[src/rtl/deck_controller.sv]
`timescale 1ns/1ps
`default_nettype none
// ============================================================================
// Module   : deck_controller
// Purpose  : Fills the 52-card deck RAM, lends the RAM port to the shuffler,
//            then serves single-card draws. Optional watchdog: DECK_TIMEOUT_EN.
// Revision : 1.0 - initial release
// ============================================================================
module deck_controller #(
  parameter int DECK_SIZE = 52,
  parameter int ADDR_W    = 6,
  parameter int DATA_W    = 4,
  parameter int TIMEOUT   = 4095
) (
  input  logic              clock,
  input  logic              reset,
  input  logic              new_deck,
  input  logic              draw_req,
  output logic [DATA_W-1:0] card,
  output logic              card_valid,
  output logic              ready,
  output logic              deck_empty,
  output logic [ADDR_W-1:0] cards_left,
  output logic              shuf_start,
  input  logic              shuf_finish,
  input  logic [ADDR_W-1:0] shuf_addr,
  input  logic [DATA_W-1:0] shuf_data,
  input  logic              shuf_wren,
  output logic [ADDR_W-1:0] ram_addr,
  output logic [DATA_W-1:0] ram_data,
  output logic              ram_wren,
  input  logic [DATA_W-1:0] ram_q,
  output logic              shuf_err
);

  typedef enum logic [2:0] {
    S_IDLE    = 3'd0,
    S_FILL    = 3'd1,
    S_SHUFFLE = 3'd2,
    S_READY   = 3'd3,
    S_READ    = 3'd4,
    S_DELIVER = 3'd5
  } state_t;

  localparam logic [ADDR_W-1:0] c_last_addr = ADDR_W'(DECK_SIZE - 1);
  localparam logic [ADDR_W-1:0] c_deck_cnt  = ADDR_W'(DECK_SIZE);
  localparam logic [DATA_W-1:0] c_top_rank  = DATA_W'(13);
  localparam logic [DATA_W-1:0] c_low_rank  = DATA_W'(1);
  localparam int                c_wd_w      = $clog2(TIMEOUT + 1);

  state_t              r_state;
  logic [ADDR_W-1:0]   r_fill_ptr;
  logic [DATA_W-1:0]   r_rank;
  logic [ADDR_W-1:0]   r_draw_ptr;
  logic [DATA_W-1:0]   r_card;
  logic                r_card_valid;
  logic                r_ready;
  logic                r_deck_empty;
  logic [ADDR_W-1:0]   r_cards_left;
  logic                r_shuf_start;

`ifdef DECK_TIMEOUT_EN
  logic [c_wd_w-1:0]   r_wd_cnt;
  logic                r_shuf_err;
  assign shuf_err = r_shuf_err;
`else
  logic [c_wd_w-1:0]   w_unused_timeout;
  assign w_unused_timeout = c_wd_w'(TIMEOUT);
  assign shuf_err         = 1'b0;
`endif

  assign card       = r_card;
  assign card_valid = r_card_valid;
  assign ready      = r_ready;
  assign deck_empty = r_deck_empty;
  assign cards_left = r_cards_left;
  assign shuf_start = r_shuf_start;

  // The shuffler owns the port combinationally for the whole of SHUFFLE.
  always_comb begin
    ram_addr = r_draw_ptr;
    ram_data = '0;
    ram_wren = 1'b0;
    case (r_state)
      S_FILL: begin
        ram_addr = r_fill_ptr;
        ram_data = r_rank;
        ram_wren = 1'b1;
      end
      S_SHUFFLE: begin
        ram_addr = shuf_addr;
        ram_data = shuf_data;
        ram_wren = shuf_wren;
      end
      default: ;
    endcase
  end

  always_ff @(posedge clock) begin
    if (reset) begin
      r_state      <= S_IDLE;
      r_fill_ptr   <= '0;
      r_rank       <= c_low_rank;
      r_draw_ptr   <= '0;
      r_card       <= '0;
      r_card_valid <= 1'b0;
      r_ready      <= 1'b0;
      r_deck_empty <= 1'b1;
      r_cards_left <= '0;
      r_shuf_start <= 1'b0;
`ifdef DECK_TIMEOUT_EN
      r_wd_cnt     <= '0;
      r_shuf_err   <= 1'b0;
`endif
    end else begin
      r_card_valid <= 1'b0;
`ifdef DECK_TIMEOUT_EN
      r_shuf_err   <= 1'b0;
`endif
      case (r_state)
        S_IDLE: begin
          if (new_deck) begin
            r_fill_ptr <= '0;
            r_rank     <= c_low_rank;
            r_state    <= S_FILL;
          end
        end
        S_FILL: begin
          r_fill_ptr <= r_fill_ptr + 1'b1;
          r_rank     <= (r_rank == c_top_rank) ? c_low_rank : r_rank + 1'b1;
          if (r_fill_ptr == c_last_addr) begin
            r_shuf_start <= 1'b1;
            r_state      <= S_SHUFFLE;
`ifdef DECK_TIMEOUT_EN
            r_wd_cnt     <= '0;
`endif
          end
        end
        S_SHUFFLE: begin
          if (shuf_finish) begin
            r_shuf_start <= 1'b0;
            r_ready      <= 1'b1;
            r_draw_ptr   <= '0;
            r_cards_left <= c_deck_cnt;
            r_deck_empty <= 1'b0;
            r_state      <= S_READY;
          end
`ifdef DECK_TIMEOUT_EN
          else if (r_wd_cnt == c_wd_w'(TIMEOUT - 1)) begin
            r_shuf_start <= 1'b0;
            r_shuf_err   <= 1'b1;
            r_state      <= S_IDLE;
          end else begin
            r_wd_cnt <= r_wd_cnt + 1'b1;
          end
`endif
        end
        S_READY: begin
          // A new deck discards whatever is left of the current one.
          if (new_deck) begin
            r_ready      <= 1'b0;
            r_cards_left <= '0;
            r_deck_empty <= 1'b1;
            r_fill_ptr   <= '0;
            r_rank       <= c_low_rank;
            r_state      <= S_FILL;
          end else if (draw_req && (r_cards_left != '0)) begin
            r_ready <= 1'b0;
            r_state <= S_READ;
          end
        end
        S_READ: begin
          r_state <= S_DELIVER;
        end
        S_DELIVER: begin
          r_card       <= ram_q;
          r_card_valid <= 1'b1;
          r_draw_ptr   <= r_draw_ptr + 1'b1;
          r_cards_left <= r_cards_left - 1'b1;
          r_deck_empty <= (r_cards_left == ADDR_W'(1));
          r_ready      <= 1'b1;
          r_state      <= S_READY;
        end
        default: r_state <= S_IDLE;
      endcase
    end
  end

endmodule
`default_nettype wire

[config.mk]
export PLATFORM = sky130hd
export DESIGN_NAME = deck_controller
export DESIGN_NICKNAME = d
export VERILOG_FILES = /design/src/rtl/deck_controller.sv
export SDC_FILE = /design/constraint.sdc
export NUM_CORES = 1
export LEC_CHECK = 0
export CORE_UTILIZATION = 30
export DETAILED_ROUTE_END_ITERATION = 12
export MAX_ROUTING_LAYER = met4
export PLACE_DENSITY = 0.57
export SLEW_MARGIN = 40
export SYNTH_ARGS = -nofsm -noshare
export SYNTH_HDL_FRONTEND = slang
export SYNTH_SLANG_ARGS = --single-unit
export TNS_END_PERCENT = 5
[constraint.sdc]
create_clock -name clock -period 1.5 [get_ports clock]
set_input_delay 0.45 -clock clock [delete_from_list [all_inputs] [get_ports clock]]
set_output_delay 0.45 -clock clock [all_outputs]
set_load 0.1 [all_outputs]
**After elaboration in Yosys (flattened, before gate mapping)**

Index checks and enable logic that the tools add are counted.

- Word-level logic and storage cells: 70
- Bits in read-only memories: 0
- Memories: 0
- Output and inout bits: 26
- Bits in registers: 33
- Bits in writable memories: 0
- Bits in latches: 0

- Reduce and logical (&&, ||, !) cells: 14
- Bitwise operators: 0
- Shift operators: 0
- Add/sub/neg operators: 4
- Div/mod/pow operators: 0
- Order comparisons: 0
- Mux-type cells: 28
- Equal/unequal tests: 14
- Multiply operators: 0

Operator list:

| kind | count |
|---|---|
| case mux 6 bit (2 select lines) | 3 |
| 2-to-1 mux 6 bit | 3 |
| case mux 3 bit (6 select lines) | 1 |
| case mux 6 bit (3 select lines) | 1 |
| case mux 4 bit (2 select lines) | 2 |
| 2-to-1 mux 3 bit | 5 |
| adder 6 x 1 -> 6 bit, second input constant | 2 |
| AND reduction 3 bit | 3 |
| 2-to-1 mux 4 bit | 2 |
| inequality test 2 bit, second input constant | 4 |
| 2-to-1 mux 1 bit | 7 |
| == test 3 x 2 -> 1 bit, second input constant | 2 |
| == test 3 bit, second input constant | 2 |
| == test 6 x 1 -> 1 bit, second input constant | 1 |
| == test 6 bit, second input constant | 1 |
| case mux 1 bit (3 select lines) | 2 |
| nonzero test 2 bit | 3 |
| nonzero test 6 bit | 1 |
| subtractor 6 x 1 -> 6 bit, second input constant | 1 |
| adder 4 x 1 -> 4 bit, second input constant | 1 |
| == test 4 bit, second input constant | 1 |
| case mux 1 bit (2 select lines) | 2 |
| AND reduction 2 bit | 2 |
| AND reduction 4 bit | 1 |
| other kinds (7) | 7 |

**Longest topological paths before layout**

- Word-level depth: 5
- Depth in mapped cells: 7
- Mapped depth without buffers: 5

**Worst setup path before layout**

Ideal clock, no wire load.

- Path kind: register -> output
- From: register r_state[1]
- To: output ram_addr[2]
- Slack: -1.463 ns
- Stages on the path, launching flop included: 8
- Arrival time: 2.513 ns
- Data required time: 1.050 ns
- Path buffers: 3
- Cells stage by stage: dfxtp_1 buf_6 buf_2 buf_2 nor2_1 a21oi_1 o22ai_1 a21oi_1

- Longest elaborated chain between the ends: 2
- Elaborated cells on any way between the ends: 3

Ends and longest elaborated chain:

| element | RTL line | source |
|---|---|---|
| start, declared | 51 | `state_t r_state;` |
| start signal, assigned | 101 | `r_state <= S_IDLE;` |
| start signal, assigned | 125 | `r_state <= S_FILL;` |
| start signal, assigned | 133 | `r_state <= S_SHUFFLE;` |
| == test 3 x 2 -> 1 bit / == test 3 x 1 -> 1 bit (equally long branches) | 84 | `case (r_state)` |
| case mux 6 bit (2 select lines) (*) | 84 |  |
| end, declared | 29 | `output logic [ADDR_W-1:0] ram_addr,` |

Mark *: on every way between the ends. The rest lies on a longest branch, timed or not.

**Worst setup path after layout**

- From: register r_state[1]
- To: output ram_addr[1]

The elaborated chain is that of the path after synthesis.

==> summary.md <==
| Metric | Value |
|---|---|
| Status | complete, but fails checks |
| Failing checks | design-rule violations, negative setup slack |
| Detail Route Antenna Nets | 0 |
| Period utilization | 127% |
| Layout cells sized above 1 | between 40% and 50% |
| Synthesis warning total | 0 |
| Initial antenna violation count | 0 |
| Root buf cell | clkbuf_8 |
| Max-cap violations | 0 |
| Hpwl dp | 4.27 mm |
| CORE AREA | between 0.006 and 0.007 sq mm |
| RSZ-0062 raised after global routing | true |
| Main flop type after synthesis | dfxtp_1 |
| #FFs+latches synth | 33 |
| Vias in the first global route | 2248 |
| EDFF count, synth | 0 |
| CP cell instances | buf_8 > nor2_2 > a21oi_2 > o22ai_2 > a21oi_4 > buf_12 |
| Synth unique cells | 53 |
| Hold_sp | card[0]$_SDFFE_PP0N_ |
| Via count | ~2200 |
| Avg Inst Size Synth | 7.68 sq um |
| Cts bufs inserted | 5 |
| Seq/Total Area, Yosys | around 32% |
| Buf+Inv Stages, Crit Path | 2 |
| Area grow syn2layout | 88.1% |
| Port bufs | between 40 and 50 |
| CTS tree | yes |
| Worst-path clk slew | 70 ps |
| Finished Core Util | around three fifths |
| Final setup violation count | 26 |
| Syn Inst Count | about 270 |
| I/O Pins | 46 |
| Final WL | between 6 and 7 mm |
| PwrDens | approximately 720 mW/mm^2 |
| Maximum vdd ir drop | about 0.65 mV |
| Global route overflow | 0 |
| Period minus WS final | roughly 1900 ps |
| Synthesized area | about 0.0020 sq mm |
| Power consumption | about 2.7 mW |
| Endpoints failing hold | 0 |
| Largest net degree at the start of global routing | 24 |
| Critical Path Sink Type | output port |
| CP max FO | 8 |
| First-pass GRT wire length | ~11 mm |
| Arr. time, crit path | between 1000 and 1500 ps |
| 1st-pass router iterations | 8 |
| Critical Path Start | r_state[1]$_SDFFE_PP0P_ |
| Clk_lat worst skew | between 200 and 300 ps |
| Commonest cells post-synth | 47 x nor2_1, 33 x dfxtp_1, 32 x a21oi_1, 17 x nand2_1, 14 x o21ai_0 |
| Static Leak | 1.42 nW |
| Post-placement cell count | approximately 430 |
| Max stage delay on crit path | 430 ps |
| Crit-path leading delay family | flip-flops |
| Final nets | 389 |
| Area leader, netlist | dfxtp_1 |
| Hold-fix buffers, CTS | 0 |
| Detailed-route vias per instance | 5.04 |
| GPL Wtd Cong | just over 0.8 |
| Post-route insts no fill | roughly 440 |
| # diodes | 0 |
| Total Routing Usage GR | a little under a fifth |
| Syn_nets | 291 |
| Hold WC Path Type | flip-flop to flip-flop |
| Critical Path RT | 1050 ps |
| Most instantiated library cell after synthesis | nor2_1 |
| DR iter-0 viols | about 120 |
| Clk sinks | 33 |
| WHS | 499 ps |
| Total negative slack | -6320 ps |
| Full die area | 0.00712 sq mm |
| Layout Skew | about 9.8 ps |
| RR Startpoint | r_state[1]$_SDFFE_PP0P_ |
| Residual DRC | 7 |
| Worst setup margin | -405 ps |
| Die W | roughly 84 um |
| Peak Freq | between 0.5 and 0.6 GHz |
| WL/cell | 13.8 um |
| Post-synthesis async set-or-reset flop share | 0% |
| Rows | 29 |
| Crit path launch type | flip-flop |
| Critical path class | flip-flop to output port |
| Die Height | between 80 and 90 um |
| Slowest stage cell, crit path | dfxtp_4 |
| Top post-synthesis cells by area | dfxtp_1 32%, nor2_1 8.7%, a21oi_1 7.9% |
| Synth top area share | between 30 and 40% |
| Starting Density | around a third |
| H-tree depth | 2 |
| Max-slew violation count | 0 |
| CTS max path bufs | 2 |
-- flip-flops by register name, summed over array words and instances, names as in the netlist --
name	flops
r_state	3
ready	1
card	4
r_rank	4
shuf_start	1
r_draw_ptr	6
cards_left	6
card_valid	1
r_fill_ptr	6
deck_empty	1
-- path summary, 6_finish.rpt --
check	endpoint	cells after the start	slack (ps)
setup / recovery	ram_addr[1]	6	-410
hold / removal	card[0]$_SDFFE_PP0N_	2	500
setup reg to reg	cards_left[5]$_SDFFE_PP0P_	8	-270
hold reg to reg	card[0]$_SDFFE_PP0N_	2	500
-- layout by cell type, fill, tap and decap left out, types with 11 or more instances in the layout --
| cell type | Yosys | layout |
|---|---|---|
| nor2_1 | 47 | 28 |
| a21oi_1 | 32 | 13 |
| dfxtp_1 | 33 | 27 |
| buf_12 | 0 | 29 |
| o21ai_0 | 14 | 11 |
| nor2_2 | 0 | 12 |
| nand2_1 | 17 | 16 |
| buf_4 | 1 | 50 |
| a21oi_2 | 4 | 17 |
| clkdlybuf4s50_1 | 0 | 14 |
-- area by class of cell --
class	instances	area, sq um
Sequential cell	33	676
Clock inverter	3	65.1
Multi-Input combinational cell	205	1580
Timing Repair Buffer	110	1310
Fill cell	538	2630
Clock buffer	5	68.8
Tap cell	77	96.3
Inverter	8	42.5
-- cells by family after synthesis --
group,after synthesis,share of synthesized area [%]
AO/OA/AOI/OAI,85,26.7
buffers and inverters,27,7.25
multiplexers,1,0.553
AND/OR/NAND/NOR,107,27.0
XOR/XNOR,5,2.15
adder cells (fa/ha/maj),6,3.69
other,1,0.184
flip-flops,33,32.5
-- layer usage --
| layer | part of all wire (%) | global-route usage [%] |
|---|---|---|
| met5 | 0 | - |
| met4 | 0.80 | 4.16 |
| met3 | 2.7 | 2.95 |
| met2 | 49 | 31.7 |
| met1 | 47 | 24.6 |
-- through the flow --
step / area [sq um] / worst slack (ps)
final: 3830 / -405
after global routing: 3830 / -481
after CTS: 3760 / -400
after detailed placement: 3290 / -645
after global placement: 3290 / -563
after floorplan: 2200 / -426
-- worst register-to-register path, delay by kind of cell, from the launching register on --
family | cells | cell delay, ps
buffers and inverters | 4 | 580
AND/OR/NAND/NOR | 1 | 240
flip-flops | 1 | 430
AO/OA/AOI/OAI | 3 | 470
-- report_power, final --
group / switching (mW) / internal [mW]
registers: 0.0240 / 0.889
clock network: 0.354 / 0.661
logic: 0.458 / 0.356
total: 0.837 / 1.91
-- repair_timing --
item,4_1_cts,5_1_grt
setup buffers,6,0
pin swaps,22,11
cloned,2,0
endpoints found under the setup margin,34,40
resized for setup,74,18
Power figures use the tool's default switching activity.
